### config.mk
export PLATFORM = sky130hd
export DESIGN_NAME = gate_selftest_ctrl
export DESIGN_NICKNAME = d
export VERILOG_FILES = /design/src/rtl/gate_selftest_ctrl.sv
export SDC_FILE = /design/constraint.sdc
export NUM_CORES = 1
export LEC_CHECK = 0
export CAP_MARGIN = 20
export CORE_MARGIN = 4
export CORE_UTILIZATION = 55
export CTS_CLUSTER_SIZE = 12
export DETAILED_ROUTE_END_ITERATION = 8
export PLACE_DENSITY_LB_ADDON = 0.1
export SKIP_CTS_REPAIR_TIMING = 1
export SYNTH_ARGS = -nofsm -noshare
export SYNTH_HDL_FRONTEND = slang
export SYNTH_SLANG_ARGS = --single-unit
### constraint.sdc
create_clock -name clk -period 6.78 [get_ports clk]
set_input_delay 1.356 -clock clk [delete_from_list [all_inputs] [get_ports clk]]
set_output_delay 1.356 -clock clk [all_outputs]
set_load 0.02 [all_outputs]
### src/rtl/gate_selftest_ctrl.sv
// Self-test sequencer for a 1-bit AND/OR/NOT gate datapath.
// Latency: 4*(SETTLE_CYCLES+1) cycles from an accepted start to the done pulse.
// Backpressure: none; start is ignored while busy, abort cancels a run on the next edge.
//
// Ports:
//   clk, rst                  clock, asynchronous active-high reset
//   start, abort              run request (honoured in IDLE only) / synchronous cancel
//   a_o, b_o                  operands driven to the gate datapath
//   and_i, or_i, not_i        gate results returned from the datapath
//   busy, done, pass          run status; done pulses one cycle on normal completion
//   err_count, fail_mask      mismatch count and sticky per-gate flags {AND,OR,NOT}
//   first_fail_vec/_valid     {a,b} index of the first mismatching vector
module gate_selftest_ctrl #(
    parameter int unsigned SETTLE_CYCLES = 2
) (
    input  logic       clk,
    input  logic       rst,
    input  logic       start,
    input  logic       abort,
    output logic       a_o,
    output logic       b_o,
    input  logic       and_i,
    input  logic       or_i,
    input  logic       not_i,
    output logic       busy,
    output logic       done,
    output logic       pass,
    output logic [3:0] err_count,
    output logic [2:0] fail_mask,
    output logic [1:0] first_fail_vec,
    output logic       first_fail_valid
);

    typedef enum logic [1:0] {IDLE, SETTLE, CHECK} state_t;

    // The counter is loaded with N-1 so SETTLE spans exactly N cycles.
    localparam logic [3:0] CNT_LOAD = 4'(SETTLE_CYCLES - 1);

    state_t     state_q, state_d;
    logic [1:0] vec_q, vec_d;
    logic [3:0] cnt_q, cnt_d;
    logic       busy_q, busy_d;
    logic       done_q, done_d;
    logic       pass_q, pass_d;
    logic [3:0] err_q, err_d;
    logic [2:0] mask_q, mask_d;
    logic [1:0] ffv_q, ffv_d;
    logic       ffvld_q, ffvld_d;

    logic [2:0] mis;
    logic [3:0] mis_cnt;
    logic [3:0] err_sum;

    always_comb begin
        // Operands come straight from the vector index, bit1=a, bit0=b.
        mis[2]  = and_i != (vec_q[1] & vec_q[0]);
        mis[1]  = or_i  != (vec_q[1] | vec_q[0]);
        mis[0]  = not_i != ~vec_q[1];
        mis_cnt = 4'(mis[2]) + 4'(mis[1]) + 4'(mis[0]);
        err_sum = err_q + mis_cnt;

        state_d = state_q;
        vec_d   = vec_q;
        cnt_d   = cnt_q;
        busy_d  = busy_q;
        done_d  = 1'b0;
        pass_d  = pass_q;
        err_d   = err_q;
        mask_d  = mask_q;
        ffv_d   = ffv_q;
        ffvld_d = ffvld_q;

        case (state_q)
            IDLE: begin
                // abort blocks a simultaneous start
                if (start && !abort) begin
                    state_d = SETTLE;
                    vec_d   = 2'd0;
                    cnt_d   = CNT_LOAD;
                    busy_d  = 1'b1;
                    pass_d  = 1'b0;
                    err_d   = 4'd0;
                    mask_d  = 3'b000;
                    ffv_d   = 2'd0;
                    ffvld_d = 1'b0;
                end
            end
            SETTLE: begin
                if (abort) begin
                    state_d = IDLE;
                    busy_d  = 1'b0;
                    pass_d  = 1'b0;
                end else if (cnt_q == 4'd0) begin
                    state_d = CHECK;
                end else begin
                    cnt_d = cnt_q - 4'd1;
                end
            end
            CHECK: begin
                if (abort) begin
                    // in-flight check is dropped, scores so far are kept
                    state_d = IDLE;
                    busy_d  = 1'b0;
                    pass_d  = 1'b0;
                end else begin
                    err_d  = err_sum;
                    mask_d = mask_q | mis;
                    if ((mis != 3'b000) && !ffvld_q) begin
                        ffv_d   = vec_q;
                        ffvld_d = 1'b1;
                    end
                    if (vec_q == 2'd3) begin
                        state_d = IDLE;
                        busy_d  = 1'b0;
                        done_d  = 1'b1;
                        pass_d  = (err_sum == 4'd0);
                    end else begin
                        state_d = SETTLE;
                        vec_d   = vec_q + 2'd1;
                        cnt_d   = CNT_LOAD;
                    end
                end
            end
            default: begin
                state_d = IDLE;
                busy_d  = 1'b0;
            end
        endcase
    end

    always_ff @(posedge clk or posedge rst) begin
        if (rst) begin
            state_q <= IDLE;
            vec_q   <= 2'd0;
            cnt_q   <= 4'd0;
            busy_q  <= 1'b0;
            done_q  <= 1'b0;
            pass_q  <= 1'b0;
            err_q   <= 4'd0;
            mask_q  <= 3'b000;
            ffv_q   <= 2'd0;
            ffvld_q <= 1'b0;
        end else begin
            state_q <= state_d;
            vec_q   <= vec_d;
            cnt_q   <= cnt_d;
            busy_q  <= busy_d;
            done_q  <= done_d;
            pass_q  <= pass_d;
            err_q   <= err_d;
            mask_q  <= mask_d;
            ffv_q   <= ffv_d;
            ffvld_q <= ffvld_d;
        end
    end

    assign a_o              = vec_q[1];
    assign b_o              = vec_q[0];
    assign busy             = busy_q;
    assign done             = done_q;
    assign pass             = pass_q;
    assign err_count        = err_q;
    assign fail_mask        = mask_q;
    assign first_fail_vec   = ffv_q;
    assign first_fail_valid = ffvld_q;

endmodule

=== Yosys cells after proc, flatten, opt, wreduce, memory -nomap -nowiden ===
Cells that the tools add are included.

* Register bits: 21
* Bits in latches: 0
* Bits in writable memories: 0
* ROM bits: 0
* Output and inout bits: 15
* Word-level logic and storage cells: 91
* Memories kept: 0

* Add/subtract/negate cells: 5
* $mul: 0
* Divide/modulo/power cells: 0
* $lt $le $gt $ge: 0
* Equal/unequal tests: 15
* Shifts and indexed selects: 0
* Muxes and demuxes: 40
* Bitwise operators: 4
* Reductions and logical operators: 17

{| class="wikitable"
|+ Operators by type and width
! cell !! count
|-
| $mux W4 || 7
|-
| $mux W2 || 8
|-
| $mux W1 || 14
|-
| $ne A2 B2 Y1 const B || 7
|-
| $pmux W4 S3 || 1
|-
| $reduce_and A4 Y1 || 3
|-
| $logic_not A4 Y1 || 2
|-
| $pmux W2 S2 || 2
|-
| $pmux W4 S2 || 1
|-
| $mux W3 || 2
|-
| $ne A3 B3 Y1 const B || 2
|-
| $pmux W1 S3 || 2
|-
| $pmux W2 S3 || 1
|-
| $pmux W3 S2 || 1
|-
| $reduce_and A3 Y1 || 2
|-
| $reduce_and A6 Y1 || 1
|-
| $reduce_bool A3 Y1 || 2
|-
| $add A4 B3 Y4 || 1
|-
| $eq A2 B2 Y1 const B || 2
|-
| $sub A4 B1 Y4 const B || 1
|-
| $add A2 B1 Y3 || 1
|-
| $ne A1 B1 Y1 || 3
|-
| $or A3 B3 Y3 || 1
|-
| $add A1 B1 Y2 || 1
|-
| other kinds (11) || 13
|}

=== Logic depth before layout (Yosys ltp) ===
Gate-level depths: netlist (run 1).

* Depth in word-level cells: 9
* Gate-level depth with buffers: 9
* Gate-level depth less buffers: 9

=== Worst setup path after synthesis (run 1) ===
Ideal clock, no wire load.

* Kind: input-to-reg
* Start: input not_i
* End: register pass_q, in the netlist pass
* Arrival: 3.321 ns
* Path slack: 3.334 ns
* Stages on the path: 8
* Buffers on the path: 0
* Cells stage by stage: xnor2_1 -> fa_1 -> ha_1 -> fa_1 -> nand2b_1 -> and3_1 -> nor4bb_1 -> mux2_2

* Word-level cells in the longest chain between the ends: 7

{| class="wikitable"
|+ RTL lines
! what !! RTL line !! RTL
|-
| start, declared || 24 || <nowiki>input logic not_i,</nowiki>
|-
| $ne A1 B1 Y1 || 58 || <nowiki>mis[0] = not_i != ~vec_q[1];</nowiki>
|-
| $add A2 B1 Y3 || 59 || <nowiki>mis_cnt = 4'(mis[2]) + 4'(mis[1]) + 4'(mis[0]);</nowiki>
|-
| $add A4 B3 Y4 || 60 || <nowiki>err_sum = err_q + mis_cnt;</nowiki>
|-
| $logic_not A4 Y1 || 116 || <nowiki>pass_d = (err_sum == 4'd0);</nowiki>
|-
| $mux W1 || 112 || <nowiki>if (vec_q == 2'd3) begin</nowiki>
|-
| $mux W1 || 100 || <nowiki>if (abort) begin</nowiki>
|-
| $pmux W1 S3 || 73 || <nowiki>case (state_q)</nowiki>
|-
| end signal, assigned || 149 || <nowiki>pass_q <= pass_d;</nowiki>
|-
| end, declared || 44 || <nowiki>logic pass_q, pass_d;</nowiki>
|}

No other way between the ends. The select of a mux whose other input is x is not followed.
A chain may end at the register's enable or synchronous reset.

=== Worst setup path after layout (run 1) ===
Ends and elaborated chain as after synthesis.

==> results by group, run 1 <==
Worst setup path
  • Most used cell, CP: fa_1
  • WP data required: between 6 and 7 ns
  • Crit path launch type: input pin
  • Critical path buffer and inverter count: 1
  • Critical path class: in -> reg
  • RR Endpoint: pass
  • Worst stage delay on the critical path: about 0.5 ns
  • End of the critical path: pass
  • Crit. Startpoint: not_i
  • Critical-path cell list: clkdlybuf4s50_1 > xnor2_1 > fa_1 > ha_1 > fa_1 > nand2b_1 > and3_1 > nor4bb_1 > mux2_2
  • Worst path slowest cell: fa_1
  • FF-to-FF Start: vec_q[1]
  • Critical Path Stages: 9
  • Largest delay share family, worst path: adder cells
  • FF-to-FF path depth: 9
  • CP endpoint kind: register
  • CP Max Fanout: 3
  • Worst Path Arrival: between 3 and 4 ns
  • Reg-to-reg setup timing slack: ~3.8 ns

Timing
  • Worst clock skew: roughly 0.0048 ns
  • Max Clk Rate: about 270 MHz
  • Hold_ws: 0.522 ns
  • Crit share post-route: between 50% and 60%
  • Final Hold Fails: 0
  • Final Max Tran Viols: 0
  • Slew Limit Headroom: between 40% and 50%
  • Final setup fails: 0
  • Unrepaired setup endpoints after global routing: false
  • Worst setup margin: 3.07 ns
  • Slew at the pin closest to its max-slew limit: 0.785 ns
  • Final setup TNS: 0 ns
  • Final min period: 3.71 ns

Synthesis
  • Mapped Avg Cell Area: roughly 10 um2
  • Post-synth top area share: around 44%
  • Post-synth EDFFs: 0
  • Largest area contributor in the netlist: dfrtp_1
  • Synthesized area: approximately 1200 um2
  • Synth area leaders: dfrtp_1, ha_1, a21oi_1
  • Ys flop type: dfrtp_1
  • Sequential fraction of the synthesis area: 43.8%
  • Syn_nets: about 140
  • Synth cell types: 36
  • Synth Instances: 120
  • Ys async rst share: 100%
  • Yosys reg bits: 21
  • Yosys warning total: 0

Clock tree
  • Clock Tree Buf Depth: 2
  • CTS HTree Levels: 1
  • Root Buffer: clkbuf_4
  • Clk_lat worst skew: 0.30 ns
  • Clk slew on worst S/H paths: roughly 0.12 ns
  • Cts bufs inserted: 3
  • CTS tree: yes
  • Clk sinks: 21

Worst hold path
  • Hold crit path type: reg -> reg
  • Hold path startpoint: cnt_q[1]

Placed design
  • Post-Place Worst Slack: approximately 2.7 ns
  • RePlAce Congestion: roughly 0.81
  • Post-Place Cells: roughly 160
  • IO buf count: 21
  • Placed cell areas: between 1000 and 1500 um2
  • Hpwl dp: 1760 um

Floorplanning
  • Site Rows: 16
  • Die X: ~55 um
  • Die height: roughly 55 um
  • Core area: approximately 2000 um2
  • Top-level port count: 22
  • Starting Density: between 50% and 60%
  • Die ar.: about 3000 um2

Status
  • Status: finished clean

Route
  • TritonRoute pass-1 iters: 4
  • DRT Wirelength: about 2300 um
  • Via count: just under 1000
  • Vias per cell: 5.75
  • WL/cell: ~14 um
  • Antenna-violating nets left: 0
  • DRC viols: 0
  • DRT iter0 DRCs: 12

Global routing
  • Largest net degree at the start of global routing: 22
  • Gr ovfl total: 0
  • Global-route wire length before repair: about 3800 um
  • Initial antenna violation count: 0
  • Vias in the first global route: between 800 and 900
  • GRT Util Overall: approximately 17%

Job
  • Max_cap viols: 0

Cells and area
  • # nets final: between 150 and 200
  • Finished layout cell area: between 1000 and 1500 um2
  • Most frequent cells in the layout: dfrtp_1, clkdlybuf4s50_1, o21ai_0, a21oi_1, inv_1
  • Post-layout util: between 70% and 80%
  • Non-filler cells, final: 168
  • Antenna Cells: 0
  • Layout cells sized above 1: approximately 6.4%
  • Area grow syn2layout: 20.7%

Pwr
  • Pwr/cell area: 264 nW/um2
  • Total power: ~380 uW
  • Leakage: between 0.6 and 0.7 nW
  • Max IR drop VDD: 0.152 mV
## cells by family after synthesis
family,synth area share (%)
AO/OA/AOI/OAI,19.0
XOR/XNOR,2.19
adder cells (fa/ha/maj),9.58
buffers and inverters,4.69
flip-flops,43.7
multiplexers,0.937
AND/OR/NAND/NOR,19.9
## registers in the layout, summed over array words and instances (netlist names)
| signal | cells |
|---|---|
| fail_mask | 3 |
| busy | 1 |
| pass | 1 |
| first_fail_valid | 1 |
| first_fail_vec | 2 |
| done | 1 |
| vec_q | 2 |
| state_q | 2 |
| cnt_q | 4 |
| err_count | 4 |
## metal layers
| metal | global-route usage, % | vias up | wire (um) |
|---|---|---|---|
| met5 | 0 | - | 0 |
| met4 | 4.98 | 0 | 12 |
| met3 | 2.45 | 2 | 112 |
| met2 | 27.8 | 27 | 1040 |
| met1 | 24.4 | 463 | 1150 |
| li1 | - | 474 | - |
## worst reg2reg max path, delay by kind of cell, from the launching register on
family                   cells  cell delay [ns]
XOR/XNOR                     1             0.31
AND/OR/NAND/NOR              3             0.43
flip-flops                   1             0.49
adder cells (fa/ha/maj)      4             1.44
multiplexers                 1             0.26
## cell usage after synthesis (all sizes together) (3+ instances only)
master and number:
a21oi 9, a22o 4, and3 3, clkbuf 3
dfrtp 21, ha 6, inv 9, nand2 7
nand2b 6, nor2 8, nor3 4, nor3b 3
o21ai 9
## how the worst min path moves through the flow
stage,endpoint,cells past startpoint,slack (ns)
2_1_floorplan,cnt_q[1],2,0.47
3_3_place_gp,cnt_q[1],2,0.48
3_5_place_dp,first_fail_vec[0],1,0.50
4_1_cts,first_fail_vec[0],1,0.53
5_1_grt,first_fail_vec[0],1,0.53
6_report,cnt_q[1],2,0.52
## power breakdown
part	total, mW	switching [mW]	internal, mW
clock	0.0596	0.0377	0.0219
combinational	0.148	0.0767	0.0716
sequential	0.175	0.0286	0.147
total	0.383	0.143	0.240
## area by class of cell
cell class / instances / area [um2]
repair buffers: 21 / 210
clock buffers: 3 / 22.5
flip-flops and latches: 21 / 526
multi-input cells: 86 / 619
well taps: 27 / 33.8
clock inverters: 1 / 5.00
inverters: 9 / 33.8
fillers: 154 / 572
(Power assumes the default switching activity.)
==> inputs of run 2 (changes only) <==
CORE_ASPECT_RATIO = 0.5   (was unset)
CORE_UTILIZATION = 46   (was 55)
clock period = 3.2 ns   (was 6.78 ns; I/O delays follow)
==> run 2 against run 1 <==
  * Final cell count rose by 7.7%
  * Highest routed layer unchanged
  * Sequential share of layout area fell by 1.6 points
  * Non-clock buffer count rose by 5
==> results by group, run 2 (same netlist as run 1, synthesis figures left out) <==
Timing
  • Final min period: 2.97 ns
  • Final Hold Fails: 0
  • Hold_ws: 0.505 ns
  • Final setup fails: 0
  • Slew Limit Headroom: around 46%
  • Crit share post-route: 92.9%
  • Max Clk Rate: around 340 MHz
  • Unrepaired setup endpoints after global routing: false
  • Final Max Tran Viols: 0
  • Worst clock skew: 0.00155 ns
  • Slew at the pin closest to its max-slew limit: between 0.8 and 0.9 ns

Clock tree
  • CTS HTree Levels: 1
  • Cts bufs inserted: 3
  • Root Buffer: clkbuf_8
  • Clock Tree Buf Depth: 2
  • CTS tree: yes
  • Clk_lat worst skew: roughly 0.26 ns
  • Clk sinks: 21
  • Clk slew on worst S/H paths: 0.07 ns

Route
  • Met1 WL: between 1000 and 1500 um
  • DR WL met2: 1040 um
  • DRT Wirelength: between 2000 and 2500 um
  • Antenna-violating nets left: 0
  • Via count: around 950
  • WL/cell: approximately 13 um
  • TritonRoute pass-1 iters: 4
  • DRC viols: 0
  • Highest routed layer: met4
  • Vias per cell: 5.24
  • DRT iter0 DRCs: 37
  • Wire length on met3: 138 um

Pwr
  • Pint: around 560 uW
  • Sw frac: a little over a third
  • Pwr/cell area: around 570 nW/um2
  • Clock Power Share: between 20% and 30%
  • Part of the power in combinational logic: 37.3%
  • Seq pwr share: 42.5%
  • Leakage: slightly below 0.7 nW
  • Max IR drop VDD: ~0.34 mV
  • Total net switching power: roughly 310 uW

Placed design
  • Hpwl dp: 1870 um
  • Placed cell areas: ~1500 um2
  • RePlAce Congestion: between 0.7 and 0.8
  • Post-Place Cells: about 180
  • IO buf count: 21

Cells and area
  • Finished layout cell area: ~1500 um2
  • Non-filler cells, final: around 180
  • Layout cells sized above 1: between 8 and 9%
  • # nets final: about 160
  • Fillers: around 200
  • Antenna Cells: 0
  • Most frequent cells in the layout: dfrtp_1, clkdlybuf4s50_1, o21ai_0, a21oi_1, inv_1
  • Area grow syn2layout: 26.1%

Floorplanning
  • Core area: between 2000 and 2500 um2
  • Die X: 80.3 um
  • Starting Density: slightly above 50%
  • Top-level port count: 22
  • Die height: approximately 44 um
  • Die ar.: around 3500 um2
  • Site Rows: 12

Worst setup path
  • CP endpoint kind: register
  • Worst Path Arrival: roughly 3.2 ns
  • Critical path class: in -> reg
  • Crit path launch type: input pin
  • CP Max Fanout: 2
  • FF-to-FF Start: vec_q[0]
  • WP data required: 3.41 ns
  • Crit. Startpoint: not_i

Worst hold path
  • Hold crit path type: reg -> reg
  • Hold path startpoint: cnt_q[1]

Global routing
  • Initial antenna violation count: 0
  • GRT Util Overall: 14.9%
  • Gr ovfl total: 0
  • Vias in the first global route: between 800 and 900
  • Largest net degree at the start of global routing: 22
  • Global-route wire length before repair: between 4000 and 5000 um

Status
  • Status: finished clean

Job
  • Max_cap viols: 0
-- run 2: routing by layer --
| metal | vias up | global-route usage (%) |
|---|---|---|
| met2 | 22 | 22.0 |
| met1 | 445 | 22.0 |
| met3 | 2 | 4.47 |
| li1 | 480 | - |
| met4 | 0 | 2.02 |
| met5 | - | 0 |
-- run 2: cell type report --
cell class / instances / area [um2] / area share, %
inverters: 9 / 33.8 / 2.23
flip-flops and latches: 21 / 526 / 34.7
repair buffers: 26 / 248 / 16.4
clock buffers: 4 / 45.0 / 2.97
well taps: 35 / 43.8 / 2.89
multi-input cells: 86 / 619 / 40.9
-- run 2: stage by stage --
step	utilization, %	total power, mW	setup slack, ns	setup TNS, ns
4_1_cts	64.7	0.874	0.235	0
6_report	64.7	0.865	0.227	0
3_3_place_gp	62.8	0.692	0.0104	0
5_1_grt	64.7	0.929	0.133	0
2_1_floorplan	-	0.592	0.293	0
3_5_place_dp	62.8	0.698	-0.0401	-0.0401
-- run 2: power groups by stage --
stage               logic, mW  registers (mW)  clock network [mW]
floorplan               0.214           0.378                   0
global placement        0.319           0.373                   0
detailed placement      0.324           0.374                   0
CTS                     0.327           0.368               0.179
global route            0.361           0.380               0.189
finish                  0.322           0.368               0.175
-- run 2: path summary, 6_finish.rpt --
path / slack, ns / to / depth (start not counted)
worst min register to register: 0.50 / cnt_q[1] / 2
max in group asynchronous: 1.87 / err_count[1] / 2
worst max-delay path: 0.23 / pass / 9
worst min-delay path: 0.50 / cnt_q[1] / 2
worst max register to register: 0.44 / pass / 9
min in group asynchronous: 0.83 / cnt_q[3] / 2
-- run 2: critical path, stage by stage --
cell	delay (ns)
clkdlybuf4s50_1	0.42
xnor2_1	0.26
fa_1	0.47
ha_1	0.23
fa_1	0.46
nor2_1	0.10
and3_1	0.15
nor4bb_1	0.25
mux2_2	0.20
